<file path="src/rtl/traffic_pkg.sv">
// Shared types and default timing for the jam-mode phase arbiter.
package traffic_pkg;

  localparam int unsigned NUM_ROADS = 4;
  localparam int unsigned ROAD_W    = 2;

  localparam int unsigned DEF_GREEN_MIN    = 4;
  localparam int unsigned DEF_GREEN_MAX    = 8;
  localparam int unsigned DEF_CLEAR_CYCLES = 2;

  typedef enum logic [1:0] {
    IDLE,
    CLEAR,
    GREEN
  } state_t;

  function automatic logic [NUM_ROADS-1:0] onehot(input logic [ROAD_W-1:0] idx);
    onehot      = '0;
    onehot[idx] = 1'b1;
  endfunction

endpackage

</file>
<file path="src/rtl/jam_phase_arbiter_if.sv">
// Control-unit side request/enable and arbiter green-pattern outputs.
interface jam_phase_arbiter_if;
  import traffic_pkg::*;

  logic                 en;
  logic [NUM_ROADS-1:0] jam_req;
  logic [NUM_ROADS-1:0] allow;
  logic [ROAD_W-1:0]    grant_idx;
  logic                 clearing;
  logic                 phase_done;

  modport master (
    output en, jam_req,
    input  allow, grant_idx, clearing, phase_done
  );

  modport slave (
    input  en, jam_req,
    output allow, grant_idx, clearing, phase_done
  );

endinterface

</file>
<file path="src/rtl/jam_rr_picker.sv">
// Rotating-priority search: last+1 first, wrapping, with last itself considered last.
module jam_rr_picker
  import traffic_pkg::*;
(
  input  logic [NUM_ROADS-1:0] req,
  input  logic [ROAD_W-1:0]    last,
  output logic                 valid,
  output logic [ROAD_W-1:0]    idx
);

  logic [ROAD_W-1:0] cand;

  // Walk from lowest to highest priority so the highest-priority hit overwrites.
  always_comb begin
    valid = 1'b0;
    idx   = '0;
    cand  = '0;
    for (int unsigned k = 0; k < NUM_ROADS; k++) begin
      cand = last + ROAD_W'(NUM_ROADS - k);
      if (req[cand]) begin
        valid = 1'b1;
        idx   = cand;
      end
    end
  end

endmodule

</file>
<file path="src/rtl/jam_phase_arbiter.sv">
// Round-robin jam-mode green arbiter with min/max green and all-red clearance.
module jam_phase_arbiter
  import traffic_pkg::*;
#(
  parameter int unsigned GREEN_MIN    = DEF_GREEN_MIN,
  parameter int unsigned GREEN_MAX    = DEF_GREEN_MAX,
  parameter int unsigned CLEAR_CYCLES = DEF_CLEAR_CYCLES,
  parameter int unsigned CNT_W        = 8
) (
  input logic               clk,
  input logic               rst_n,
  jam_phase_arbiter_if.slave bus
);

  state_t            state;
  logic [CNT_W-1:0]  cnt;
  logic [ROAD_W-1:0] last;
  logic              pick_valid;
  logic [ROAD_W-1:0] pick_idx;

  jam_rr_picker u_picker (
    .req   (bus.jam_req),
    .last  (last),
    .valid (pick_valid),
    .idx   (pick_idx)
  );

  always_ff @(posedge clk or negedge rst_n) begin
    if (!rst_n) begin
      state          <= IDLE;
      cnt            <= '0;
      last           <= ROAD_W'(NUM_ROADS - 1);
      bus.allow      <= '0;
      bus.grant_idx  <= '0;
      bus.clearing   <= 1'b0;
      bus.phase_done <= 1'b0;
    end else begin
      bus.phase_done <= 1'b0;
      // Disable wins over any simultaneous exit; a cut-short green still counts as served.
      if (!bus.en) begin
        if (state == GREEN) last <= bus.grant_idx;
        state        <= IDLE;
        cnt          <= '0;
        bus.allow    <= '0;
        bus.clearing <= 1'b0;
      end else begin
        case (state)
          IDLE: begin
            if (|bus.jam_req) begin
              state        <= CLEAR;
              cnt          <= CNT_W'(1);
              bus.clearing <= 1'b1;
            end
          end
          CLEAR: begin
            if (cnt == CNT_W'(CLEAR_CYCLES)) begin
              bus.clearing <= 1'b0;
              if (pick_valid) begin
                state         <= GREEN;
                cnt           <= CNT_W'(1);
                bus.grant_idx <= pick_idx;
                bus.allow     <= onehot(pick_idx);
              end else begin
                state <= IDLE;
                cnt   <= '0;
              end
            end else begin
              cnt <= cnt + 1'b1;
            end
          end
          GREEN: begin
            if (cnt == CNT_W'(GREEN_MAX) ||
                (cnt >= CNT_W'(GREEN_MIN) && !bus.jam_req[bus.grant_idx])) begin
              last           <= bus.grant_idx;
              state          <= CLEAR;
              cnt            <= CNT_W'(1);
              bus.allow      <= '0;
              bus.clearing   <= 1'b1;
              bus.phase_done <= 1'b1;
            end else begin
              cnt <= cnt + 1'b1;
            end
          end
          default: begin
            state        <= IDLE;
            cnt          <= '0;
            bus.allow    <= '0;
            bus.clearing <= 1'b0;
          end
        endcase
      end
    end
  end

endmodule

</file>
<file path="src/flat_wrapper.sv">
// flat-port wrapper written by rule: the top's interface ports become plain ports
module jam_phase_arbiter_flat import traffic_pkg::*;
#(
  parameter int unsigned GREEN_MIN    = DEF_GREEN_MIN,
  parameter int unsigned GREEN_MAX    = DEF_GREEN_MAX,
  parameter int unsigned CLEAR_CYCLES = DEF_CLEAR_CYCLES,
  parameter int unsigned CNT_W        = 8
)
  (clk, rst_n, bus_en, bus_jam_req, bus_allow, bus_grant_idx, bus_clearing, bus_phase_done);
  jam_phase_arbiter_if bus_i ();
  input logic clk;
  input logic rst_n;
  input wire logic [$bits(bus_i.en)-1:0] bus_en;
  input wire logic [$bits(bus_i.jam_req)-1:0] bus_jam_req;
  output wire logic [$bits(bus_i.allow)-1:0] bus_allow;
  output wire logic [$bits(bus_i.grant_idx)-1:0] bus_grant_idx;
  output wire logic [$bits(bus_i.clearing)-1:0] bus_clearing;
  output wire logic [$bits(bus_i.phase_done)-1:0] bus_phase_done;
  assign bus_i.en = bus_en;
  assign bus_i.jam_req = bus_jam_req;
  assign bus_allow = bus_i.allow;
  assign bus_grant_idx = bus_i.grant_idx;
  assign bus_clearing = bus_i.clearing;
  assign bus_phase_done = bus_i.phase_done;
  jam_phase_arbiter #(.GREEN_MIN(GREEN_MIN), .GREEN_MAX(GREEN_MAX), .CLEAR_CYCLES(CLEAR_CYCLES), .CNT_W(CNT_W)) u_core (.clk(clk), .rst_n(rst_n), .bus(bus_i));
endmodule
</file>
<file path="config.mk">
export PLATFORM = sky130hd
export DESIGN_NAME = jam_phase_arbiter_flat
export DESIGN_NICKNAME = d
export VERILOG_FILES = /design/src/rtl/traffic_pkg.sv /design/src/rtl/jam_phase_arbiter_if.sv /design/src/rtl/jam_rr_picker.sv /design/src/rtl/jam_phase_arbiter.sv /design/src/flat_wrapper.sv
export SDC_FILE = /design/constraint.sdc
export NUM_CORES = 1
export LEC_CHECK = 0
export CORE_MARGIN = 8
export CORE_UTILIZATION = 50
export CTS_BUF_LIST = sky130_fd_sc_hd__clkbuf_4
export CTS_CLUSTER_DIAMETER = 200
export DETAILED_ROUTE_END_ITERATION = 10
export PLACE_DENSITY = 0.81
export SLEW_MARGIN = 20
export SYNTH_ARGS = -nofsm -noshare
export SYNTH_HDL_FRONTEND = slang
export SYNTH_SLANG_ARGS = --single-unit
</file>
<file path="constraint.sdc">
create_clock -name clk -period 5.1 [get_ports clk]
set_input_delay 0.51 -clock clk [delete_from_list [all_inputs] [get_ports clk]]
set_output_delay 0.51 -clock clk [all_outputs]
set_load 0.02 [all_outputs]
</file>
==> flow_metrics.tcl, run 1 <==
set metrics [dict create \
    powerDensity_mw_per_mm2 240 \
    grt_max_degree 21 \
    cts_buffer_depth 2 \
    antennaDiodeCount 0 \
    reg2reg_from "u_core.cnt[0]" \
    antenna_found_initial 0 \
    finClkSkew_ns 0.00304 \
    ys_ff_latch 20 \
    coreArea_mm2 0.00239 \
    ant_nets 0 \
    synth_seq_area_share_pct 41.7 \
    viasPerCell 5.99 \
    cellLeakagePower_nw 0.576 \
    die_y_um 65.1 \
    die_area_mm2 0.00424 \
    grt_pass1_wl_mm 4.49 \
    grt_pass1_vias 1052 \
    placed_area_mm2 0.00137 \
    fin_util_pct 58.5 \
    nFillCells 226 \
    yosys_warnings 0 \
    dieWidth_um 65.1 \
    cts_resized 0 \
    h-tree-depth 1 \
    drv_slew 0 \
    start_kind "flop" \
    fin_ws_ns 2.57 \
    syn_nets 143 \
    cts_root_buf "clkbuf_4" \
    path_max_fanout 8 \
    clock_sinks 20 \
    vias 1061 \
    portBuffers 14 \
    drtPass1Iterations 4 \
    dpl_worst_slack_ns 2.34 \
    hold_viol_final 0 \
    finalSetupTns_ns 0 \
    worst_hold_slack_ns 0.515 \
    relSlewSlack_pct 38.2 \
    grt_setup_unrepaired "no" \
    multiInputGateArea_um2 648 \
    hp-class "reg2reg" \
    drc_errors 0 \
    max-vdd-ir-drop_mv 0.196 \
    syn2layout_area_growth_pct 15.6 \
    cts_hold_buffers 0 \
    end_kind "flop" \
    crit_chain "inv_1 > ha_1 > or4b_2 > nor2_1 > nor3b_1 > o221ai_1 > o2bb2ai_1" \
    rows 18 \
    drv_cap 0 \
    ff2ff_path_depth 7 \
    yosysUniqueCellTypes 38 \
    cts_made_buffers 3 \
    fin_crit_sh_pct 49.6 \
    final-seq-area_um2 503 \
    cp.required_ns 5.29 \
    io_pins 15 \
    setup_viol 0 \
    routedWlPerCell_um 15.0 \
    tritoncts "done" \
    fmax_mhz 395 \
    drive_above_1_share_pct 8.16 \
    avgSynthCellArea_um2 9.08 \
    fin_area_mm2 0.00140 \
    initial_core_util_pct 50.6 \
    clk_pin_slew_ns 0.11 \
    globalplace.congestion 0.848 \
    hold_depth 1 \
    netlist_area_mm2 0.00121 \
    clk-insertion-delay-late_ns 0.31 \
    fin_nets 158 \
    cpMaxStageDelayCell "or4b_2" \
    slowest_delay_ns 0.62 \
    synthCells 133 \
    status "complete, no violations" \
    totalWireLength_mm 2.66 \
    hpwl_mm 1.96 \
    fin_crit_ns 2.53 \
    worst_slew_pin_slew_ns 0.918 \
    crit_type "reg2reg" \
    post-cts-setup-buffers 0 \
    drtIter0Drc 57 \
    hp-start "u_core.bus.allow[0]" \
    overflow 0 \
    grt_util_all_layers_pct 13.0 \
    crit_start "u_core.cnt[0]" \
    worstPathArrival_ns 2.72 \
]
-- through the flow --
step           power, W  std cells
4_1_cts        0.000338        177
6_report       0.000335        177
3_5_place_dp   0.000260        173
3_3_place_gp   0.000257        173
2_1_floorplan  0.000227        133
5_1_grt        0.000352        177
-- path summary, 6_finish.rpt --
kind	end	slack, ns
min	u_core.bus.allow[0]	0.51
min in group asynchronous	u_core.bus.allow[1]	0.70
max	u_core.bus.clearing	2.57
min reg2reg	u_core.bus.allow[0]	0.51
max reg2reg	u_core.bus.clearing	2.57
max in group asynchronous	u_core.cnt[0]	3.85
-- synthesized netlist by cell type --
library cell / instances / area (µm²)
nand2b_1: 3 / 18.8
or4b_2: 1 / 10.0
nor3b_1: 1 / 7.51
nand3_1: 6 / 30.0
mux2i_1: 1 / 10.0
a21oi_1: 6 / 30.0
o21ai_0: 4 / 20.0
a21o_1: 2 / 15.0
mux4_2: 1 / 22.5
o221ai_1: 3 / 26.3
mux2_4: 2 / 30.0
xnor2_1: 2 / 17.5
or4b_4: 1 / 13.8
nor4_1: 1 / 6.26
dfstp_2: 2 / 52.6
o31ai_1: 2 / 15.0
o22ai_1: 2 / 12.5
a31o_2: 1 / 8.76
a22o_1: 4 / 35.0
ha_1: 3 / 37.5
o2bb2ai_1: 1 / 8.76
dfrtp_1: 18 / 450
nor2_1: 12 / 45.0
or3_4: 1 / 11.3
nand3b_1: 2 / 15.0
o211ai_1: 2 / 15.0
nand2_1: 13 / 48.8
a211o_1: 1 / 8.76
and3_1: 3 / 18.8
nor2b_1: 2 / 12.5
inv_1: 11 / 41.3
o311a_1: 1 / 10.0
a32o_1: 1 / 10.0
a221oi_1: 1 / 8.76
clkbuf_1: 4 / 15.0
a31oi_1: 4 / 25.0
or3_1: 3 / 18.8
nor3_1: 5 / 25.0
-- cells by family after synthesis --
group,share of synthesized area (%)
buf+inv,4.66
compound gates,20.6
mux,5.18
xor+xnor,1.45
fa+ha+maj,3.11
flops,41.7
simple gates,23.3
-- registers in the layout, summed over array words and instances, names as in the netlist --
name                   cells
u_core.bus.allow           4
u_core.bus.clearing        1
u_core.bus.grant_idx       2
u_core.bus.phase_done      1
u_core.cnt                 8
u_core.last                2
u_core.state               2
-- cells in the final DEF, fill, tap and decap left out, types with 2 or more instances in the layout --
cell	netlist	layout
xnor2_1	2	2
nand3b_1	2	2
a31oi_1	4	4
clkdlybuf4s50_1	0	14
o31ai_1	2	2
dfrtp_1	18	18
nor3_1	5	5
nor2_1	12	12
a21oi_1	6	6
nand3_1	6	6
o21ai_0	4	4
nand2b_1	3	3
mux2_4	2	2
dfstp_2	2	2
a21o_1	2	2
a22o_1	4	4
o22ai_1	2	2
ha_1	3	3
nor2b_1	2	2
or3_1	3	3
inv_1	11	11
o221ai_1	3	3
nand2_1	13	13
o211ai_1	2	2
and3_1	3	3
clkbuf_4	0	3
-- routing by layer --
layer / track usage, % / part of all wire, %
met1: 15.3 / 45
met2: 21.5 / 46
met3: 3.57 / 6.4
met4: 6.54 / 2.4
met5: 0 / 0
-- power breakdown --
| part | leakage (nW) | internal (W) | switching, W |
|---|---|---|---|
| Clock | 0.0154 | 0.0000286 | 0.0000496 |
| Combinational | 0.296 | 0.0000358 | 0.0000387 |
| Sequential | 0.265 | 0.000169 | 0.0000138 |
| Total | 0.576 | 0.000233 | 0.000102 |
-- critical path, delay by kind of cell, from the launching register on --
kind	cells	cell delay, ns
buffers and inverters	1	0.13
and+or+nand+nor	3	1.18
DFF	1	0.48
AOI/OAI and AO/OA	2	0.47
adders and majority gates	1	0.15
-- final cells by class --
| cell class | instances | share of cell area [%] |
|---|---|---|
| Timing Repair Buffer | 14 | 10.0 |
| Tap cell | 30 | 2.69 |
| Clock buffer | 3 | 1.61 |
| Inverter | 11 | 2.96 |
| Sequential cell | 20 | 36.0 |
| Clock inverter | 1 | 0.269 |
| Multi-Input combinational cell | 98 | 46.4 |
Note: power is estimated with default switching activity, not from simulation.
==> run 2: changes to the inputs <==
Clock period 5.1 ns to 2.45 ns, I/O delays scaled along.
==> flow_metrics.tcl, run 2 (synthesis results as in run 1) <==
set metrics [dict create \
    cellLeakagePower_nw 0.599 \
    syn2layout_area_growth_pct 18.4 \
    vias 1110 \
    top_regs "u_core.cnt x8, u_core.bus.allow x4" \
    cts_root_buf "clkbuf_4" \
    hpwl_mm 2.17 \
    overflow 0 \
    crit_family "simple AND/OR/NAND/NOR gates" \
    crit_type "reg2reg" \
    drv_slew 0 \
    globalplace.congestion 0.859 \
    crit_start "u_core.cnt[2]" \
    multiInputGateArea_um2 648 \
    drtIter0Drc 65 \
    grt_max_degree 14 \
    clk-insertion-delay-late_ns 0.30 \
    dieWidth_um 65.1 \
    worstPathArrival_ns 2.58 \
    cts_hold_buffers 0 \
    totalWireLength_mm 2.82 \
    fin_crit_ns 2.34 \
    io_pins 15 \
    setup_viol 0 \
    grt_pass1_vias 1044 \
    drive_above_1_share_pct 11.3 \
    tritoncts "done" \
    clk_pin_slew_ns 0.11 \
    grt_util_all_layers_pct 13.8 \
    cp.required_ns 2.69 \
    fin_crit_sh_pct 95.5 \
    relSlewSlack_pct 61.6 \
    initial_core_util_pct 50.6 \
    hp-class "in2async" \
    drc_errors 0 \
    layout_common_cells "18 x dfrtp_1, 14 x clkdlybuf4s50_1, 13 x nand2_1, 12 x nor2_1, 11 x inv_1" \
    hold_viol_final 0 \
    cts_buffer_depth 2 \
    top_register "u_core.cnt" \
    start_kind "flop" \
    antennaDiodeCount 0 \
    ant_nets 0 \
    reg2reg_from "u_core.cnt[2]" \
    worst_hold_slack_ns 0.265 \
    path_max_fanout 5 \
    antenna_found_initial 0 \
    post-cts-setup-buffers 0 \
    finalSetupTns_ns 0 \
    critPathBufInv 0 \
    crit_chain "or3_4 > or4b_4 > a21o_1 > a211o_1 > mux2_4" \
    largest_reg_flops 8 \
    final-seq-area_um2 503 \
    fin_nets 162 \
    finClkSkew_ns 0.000701 \
    worst_slew_pin_slew_ns 0.576 \
    grt_pass1_wl_mm 4.71 \
    fmax_mhz 427 \
    cpMaxStageDelayCell "or4b_4" \
    die_area_mm2 0.00424 \
    coreArea_mm2 0.00239 \
    status "complete, no violations" \
    h-tree-depth 1 \
    end_kind "flop" \
    max-vdd-ir-drop_mv 0.293 \
    clock_sinks 20 \
    routedWlPerCell_um 15.6 \
    drv_cap 0 \
    rows 18 \
    crit_cells 5 \
    grt_setup_unrepaired "no" \
    ff2ff_path_depth 5 \
    final_common_cell "dfrtp_1" \
    drtPass1Iterations 4 \
    slowest_delay_ns 0.54 \
    die_y_um 65.1 \
    viasPerCell 6.13 \
    cts_resized 0 \
    nFillCells 221 \
    cts_made_buffers 3 \
    portBuffers 14 \
    powerDensity_mw_per_mm2 498 \
]
## run 2: power by group
part	switching [W]	leakage (nW)	internal [W]
logic	0.0000850	0.316	0.0000788
registers	0.0000272	0.265	0.000351
clock network	0.0000966	0.0184	0.0000745
total	0.000209	0.599	0.000504
## run 2: metal layers
metal / GRT usage, % / part of all wire, % / vias up
met5: 0 / 0 / -
met4: 7.08 / 2.2 / 0
met3: 3.06 / 5.1 / 7
met2: 24.2 / 49 / 29
met1: 15.4 / 43 / 549
li1: - / - / 525
## run 2: cell type report
cell class                      count  area share (%)
Tap cell                           30            2.62
Sequential cell                    20            35.2
Timing Repair Buffer               18            11.9
Inverter                           11            2.89
Multi-Input combinational cell     98            45.3
Clock buffer                        4            2.10
## run 2: final timing paths
check	to	slack [ns]
max	u_core.last[0]	0.11
min	u_core.bus.phase_done	0.26
max reg2reg	u_core.last[0]	0.11
min reg2reg	u_core.bus.allow[0]	0.52
max in group asynchronous	u_core.last[0]	1.59
min in group clk	u_core.bus.allow[0]	0.52
## run 2: through the flow
| step | utilization, % | std cells | setup slack, ns | area, µm² | total power [W] |
|---|---|---|---|---|---|
| 6_report | 59.9 | 181 | 0.109 | 1430 | 0.000713 |
| 5_1_grt | 59.9 | 181 | 0.0316 | 1430 | 0.000756 |
| 4_1_cts | 59.9 | 181 | 0.118 | 1430 | 0.000724 |
| 3_5_place_dp | 58.6 | 177 | 0.135 | 1400 | 0.000547 |
| 3_3_place_gp | 58.6 | 177 | 0.165 | 1400 | 0.000540 |
| 2_1_floorplan | - | 133 | 0.205 | 1210 | 0.000473 |
